**config.mk**
```make
export PLATFORM = sky130hd
export DESIGN_NAME = upload_frame_packer
export DESIGN_NICKNAME = d
export VERILOG_FILES = /design/src/rtl/upload_frame_packer.sv
export SDC_FILE = /design/constraint.sdc
export NUM_CORES = 1
export LEC_CHECK = 0
export BUFFER_PORTS_ARGS = -buffer_cell sky130_fd_sc_hd__buf_4
export CAP_MARGIN = 40
export CORE_MARGIN = 2
export CORE_UTILIZATION = 55
export DETAILED_ROUTE_END_ITERATION = 8
export PLACE_DENSITY = 0.77
export SYNTH_ARGS = -nofsm -noshare
export SYNTH_HDL_FRONTEND = slang
export SYNTH_SLANG_ARGS = --single-unit
export TNS_END_PERCENT = 1
```
**constraint.sdc**
```tcl
create_clock -name clk -period 3.5 [get_ports clk]
set_clock_uncertainty 0.1 [all_clocks]
set_input_delay 0.875 -clock clk [delete_from_list [all_inputs] [get_ports clk]]
set_output_delay 0.875 -clock clk [all_outputs]
set_load 0.01 [all_outputs]
```
**src/rtl/upload_frame_packer.sv**
```systemverilog
// Response framer for the USB upload path: AA 55 CMD LEN_H LEN_L PAYLOAD CSUM on a valid/ready byte stream.
// The state names the field to load into the output register next; an accepted start loads 0xAA directly.
module upload_frame_packer #(
   parameter int MAX_LEN = 256
) (
   input  logic        clk,
   input  logic        rst,
   input  logic        frame_start,
   input  logic [7:0]  frame_cmd,
   input  logic [15:0] frame_len,
   output logic        busy,
   input  logic [7:0]  pl_data,
   input  logic        pl_valid,
   output logic        pl_ready,
   output logic [7:0]  upload_data,
   output logic        upload_valid,
   input  logic        upload_ready,
   output logic        frame_done,
   output logic        len_error
);

   typedef enum logic [2:0] {
      IDLE    = 3'd0,
      HDR0    = 3'd1,
      HDR1    = 3'd2,
      CMD     = 3'd3,
      LENH    = 3'd4,
      LENL    = 3'd5,
      PAYLOAD = 3'd6,
      CSUM    = 3'd7
   } state_t;

   localparam logic [15:0] MAX_LEN_C = 16'(MAX_LEN);

   function automatic logic [7:0] csum_add(input logic [7:0] acc, input logic [7:0] b);
      return acc + b;
   endfunction

   state_t      state_q, state_d;
   logic [7:0]  cmd_q, cmd_d;
   logic [15:0] len_q, len_d;
   logic [15:0] cnt_q, cnt_d;
   logic [7:0]  csum_q, csum_d;
   logic [7:0]  data_q, data_d;
   logic        valid_q, valid_d;
   logic        busy_q, busy_d;
   logic        len_err_q, len_err_d;
   logic        tail_q, tail_d;

   logic        can_load_s;
   logic        hs_s;
   logic        pl_ready_s;
   logic        pl_take_s;
   logic        done_s;

   assign can_load_s = ~valid_q | upload_ready;
   assign hs_s       = valid_q & upload_ready;
   assign pl_ready_s = (state_q == PAYLOAD) & can_load_s;
   assign pl_take_s  = pl_ready_s & pl_valid;
   // tail_q marks that the checksum byte itself is in the output register
   assign done_s     = (state_q == CSUM) & tail_q & hs_s;

   // Next-state, output-register and checksum computation
   always_comb begin
      state_d   = state_q;
      cmd_d     = cmd_q;
      len_d     = len_q;
      cnt_d     = cnt_q;
      csum_d    = csum_q;
      data_d    = data_q;
      valid_d   = valid_q & ~upload_ready;
      busy_d    = busy_q;
      len_err_d = 1'b0;
      tail_d    = tail_q;
      case (state_q)
         IDLE: begin
            if (frame_start) begin
               if ((frame_len != 16'd0) && (frame_len <= MAX_LEN_C)) begin
                  cmd_d   = frame_cmd;
                  len_d   = frame_len;
                  cnt_d   = frame_len;
                  csum_d  = 8'h00;
                  data_d  = 8'hAA;
                  valid_d = 1'b1;
                  busy_d  = 1'b1;
                  tail_d  = 1'b0;
                  state_d = HDR1;
               end else begin
                  len_err_d = 1'b1;
               end
            end else begin
               state_d = IDLE;
            end
         end
         HDR0: begin
            if (can_load_s) begin
               data_d  = 8'hAA;
               valid_d = 1'b1;
               state_d = HDR1;
            end else begin
               state_d = HDR0;
            end
         end
         HDR1: begin
            if (can_load_s) begin
               data_d  = 8'h55;
               valid_d = 1'b1;
               state_d = CMD;
            end else begin
               state_d = HDR1;
            end
         end
         CMD: begin
            if (can_load_s) begin
               data_d  = cmd_q;
               valid_d = 1'b1;
               csum_d  = csum_add(csum_q, cmd_q);
               state_d = LENH;
            end else begin
               state_d = CMD;
            end
         end
         LENH: begin
            if (can_load_s) begin
               data_d  = len_q[15:8];
               valid_d = 1'b1;
               csum_d  = csum_add(csum_q, len_q[15:8]);
               state_d = LENL;
            end else begin
               state_d = LENH;
            end
         end
         LENL: begin
            if (can_load_s) begin
               data_d  = len_q[7:0];
               valid_d = 1'b1;
               csum_d  = csum_add(csum_q, len_q[7:0]);
               state_d = PAYLOAD;
            end else begin
               state_d = LENL;
            end
         end
         PAYLOAD: begin
            if (pl_take_s) begin
               data_d  = pl_data;
               valid_d = 1'b1;
               csum_d  = csum_add(csum_q, pl_data);
               cnt_d   = cnt_q - 16'd1;
               if (cnt_q == 16'd1) begin
                  state_d = CSUM;
               end else begin
                  state_d = PAYLOAD;
               end
            end else begin
               state_d = PAYLOAD;
            end
         end
         CSUM: begin
            if (!tail_q) begin
               if (can_load_s) begin
                  data_d  = csum_q;
                  valid_d = 1'b1;
                  tail_d  = 1'b1;
               end else begin
                  tail_d  = 1'b0;
               end
            end else if (hs_s) begin
               tail_d  = 1'b0;
               busy_d  = 1'b0;
               state_d = IDLE;
            end else begin
               state_d = CSUM;
            end
         end
         default: begin
            state_d = IDLE;
            valid_d = 1'b0;
            busy_d  = 1'b0;
            tail_d  = 1'b0;
         end
      endcase
   end

   // State and output registers with asynchronous reset
   always_ff @(posedge clk or posedge rst) begin
      if (rst) begin
         state_q   <= IDLE;
         cmd_q     <= 8'h00;
         len_q     <= 16'h0000;
         cnt_q     <= 16'h0000;
         csum_q    <= 8'h00;
         data_q    <= 8'h00;
         valid_q   <= 1'b0;
         busy_q    <= 1'b0;
         len_err_q <= 1'b0;
         tail_q    <= 1'b0;
      end else begin
         state_q   <= state_d;
         cmd_q     <= cmd_d;
         len_q     <= len_d;
         cnt_q     <= cnt_d;
         csum_q    <= csum_d;
         data_q    <= data_d;
         valid_q   <= valid_d;
         busy_q    <= busy_d;
         len_err_q <= len_err_d;
         tail_q    <= tail_d;
      end
   end

   assign busy         = busy_q;
   assign pl_ready     = pl_ready_s;
   assign upload_data  = data_q;
   assign upload_valid = valid_q;
   assign frame_done   = done_s;
   assign len_error    = len_err_q;

endmodule

```
==> summary.md <==
| Metric | Value |
|---|---|
| Final worst slack | `528 ps` |
| Number of flops mapped to enable cells by yosys | `0` |
| Post-CTS setup buffer count | `0` |
| Worst setup EP type | `flip-flop` |
| Area contributors post-synth | `dfrtp_1 (42%), nand2_1 (5.6%), a21oi_1 (4.7%)` |
| Relative slew margins | `52.1%` |
| GP Congestion | `0.872` |
| Post-synth top area share | `41.5%` |
| Seq/Total Area, Yosys | `41.5%` |
| Vias in the first global route | `3121` |
| Wirelength per Cell | `16.4 µm` |
| Worst-path clk slew | `70 ps` |
| Routed Antenna Nets | `0` |
| Leakage | `2.10 nW` |
| Die Ht | `87.1 µm` |
| GRT Residual Overflow | `0` |
| Crit share post-route | `84.9%` |
| Diode count | `0` |
| Final Setup Violations | `0` |
| GRT Total Usage | `25.5%` |
| Layout overhead on the synthesized area | `17.0%` |
| CTS root buf | `clkbuf_8` |
| H-tree Lvls | `3` |
| Least-Margin Pin Slew | `715 ps` |
| Crit path DAT | `3150 ps` |
| Row cnt | `30` |
| R2R cell count | `14` |
| Worst vdd ir | `376 µV` |
| Clk Latency, worst-skew pair | `350 ps` |
| Final min period | `2970 ps` |
| RSZ-0062 raised after global routing | `no` |
| PwrDens | `806 nW/µm²` |
| Num CTS Buffers | `9` |
| Initial Util | `56.2%` |
| I/O Pins | `50` |
| Required @ worst endpoint | `3670 ps` |
| Residual DRC count | `0` |
| Share of layout cells above drive strength 1 | `24.4%` |
| # fillers | `559` |
| Hold-fix buffers, CTS | `0` |
| Yosys reg bits | `63` |
| Pre-CTS setup slack | `415 ps` |
| Commonest cells post-synth | `dfrtp_1 (63), nand2_1 (57), a21oi_1 (36), nor2_1 (32), o21ai_0 (30)` |
| Core Area | `6760 µm²` |
| Fraction of registers with async set or reset after synthesis | `100%` |
| Clock Path Buffers | `2` |
| Outcome | `complete, no violations` |
| Maximum Capacitance Violations | `0` |
| Post-synth cell types | `58` |
| CTS tree | `built` |
| First-pass GRT wire length | `15.0 mm` |
| Post-Syn Instances | `416` |
| Area leader, netlist | `dfrtp_1` |
| First drt pass iteration count | `5` |
| Post-CTS sizing | `0` |
| CP Max Fanout | `12` |
| Synth warnings | `0` |
| First DRT Iteration DRCs | `211` |
| Setup TNS | `0 ps` |
| Fmax | `336 MHz` |
| DPL Wire Length | `6.55 mm` |
| Mapped Area | `3800 µm²` |
| Largest net degree at the start of global routing | `35` |
| Layout Nets | `514` |
| Fin. max-slew vios | `0` |
| Most common cell in the synthesized netlist | `dfrtp_1` |
| Final-report hold violation count | `0` |
| Routed vias | `3269` |
| Top FF cell, synth | `dfrtp_1` |
| Port Buffers | `49` |
| Chip width | `87.1 µm` |
| Clock tree sinks | `63` |
| Critical path class | `flip-flop to flip-flop` |
| Die area | `7590 µm²` |
| Net Count, Synth | `463` |
| Syn_area_per_cell | `9.13 µm²` |
| Routed wire length | `9.06 mm` |
| CP Launch Type | `flip-flop` |
| Vias per cell | `5.92` |
| Min-delay worst type | `input pin to async pin` |
| Initial antenna violation count | `0` |
[kinds of logic after synthesis]
logic type,Yosys count,share of synthesized area [%]
compound gates,122,19.7
xor+xnor,5,1.15
fa+ha+maj,10,3.49
buf+inv,37,4.55
flops,63,41.5
mux,33,10.6
simple gates,146,19.0
[worst paths after layout]
path                             from         to  slack, ps
min in group clk            len_q[11]  len_q[11]        410
max in group asynchronous         rst   cnt_q[4]       2260
min reg2reg                 len_q[11]  len_q[11]        410
max reg2reg                state_q[1]  csum_q[6]        530
max                        state_q[1]  csum_q[6]        530
min                               rst  cnt_q[12]        350
[layout by cell type, fill, tap and decap left out, types with 7 or more instances in the layout]
cell,instances
a22oi_1,7
a21oi_1,36
mux2_4,11
mux2i_1,8
nor2_1,32
dfrtp_1,63
ha_1,9
nand2_1,57
o21ai_0,30
inv_1,14
o21ai_1,13
nor3_1,10
mux2_2,14
nor2b_1,15
buf_4,61
clkbuf_8,11
[sequential cells by signal, indices dropped and copies added, names as in the netlist]
| signal | flops |
|---|---|
| busy | 1 |
| csum_q | 8 |
| len_q | 16 |
| upload_data | 8 |
| cmd_q | 8 |
| len_error | 1 |
| upload_valid | 1 |
| state_q | 3 |
| cnt_q | 16 |
| tail_q | 1 |
[worst max-delay path, cell delays in order, from the launching register on]
cell and delay [ps]:
dfrtp_1 520, nor2b_1 520, nand2_1 90, o21ai_0 90, nand2_1 90, nand2_1 80, ha_1 160, inv_1 60
fa_1 400, nor2b_1 160, nor3_1 80, o21bai_1 160, a21oi_1 100, xor2_1 140, o21ai_0 140
[layout make-up]
| class | count | area (µm²) | area share, % |
|---|---|---|---|
| clock buffers | 11 | 151 | 3.41 |
| clock inverters | 5 | 32.5 | 0.732 |
| inverters | 15 | 56.3 | 1.27 |
| multi-input cells | 316 | 2050 | 46.1 |
| flip-flops and latches | 63 | 1580 | 35.5 |
| well taps | 80 | 100 | 2.25 |
| repair buffers | 62 | 478 | 10.8 |
[per-layer routing]
layer / global-route usage, % / wire length (µm) / share of wire [%]
met1: 34.8 / 4180 / 46
met2: 39.9 / 4220 / 47
met3: 3.41 / 429 / 4.7
met4: 12.9 / 231 / 2.5
met5: 0 / 0 / 0
[where the power goes]
part / internal (W) / total [W] / switching (W)
logic: 0.000784 / 0.00187 / 0.00109
registers: 0.000928 / 0.00111 / 0.000186
clock network: 0.000293 / 0.000595 / 0.000302
total: 0.00200 / 0.00358 / 0.00158
[through the flow]
| step | instances | area, µm² | power (W) | hold slack, ps | utilization, % |
|---|---|---|---|---|---|
| after floorplan | 416 | 3800 | 0.00246 | 351 | - |
| after global routing | 552 | 4440 | 0.00385 | 381 | 65.8 |
| after CTS | 552 | 4440 | 0.00358 | 364 | 65.8 |
| after global placement | 535 | 4240 | 0.00291 | 371 | 62.8 |
| final | 552 | 4440 | 0.00358 | 355 | 65.8 |
| after detailed placement | 536 | 4260 | 0.00298 | 391 | 63.1 |
Power figures use the tool's default switching activity.
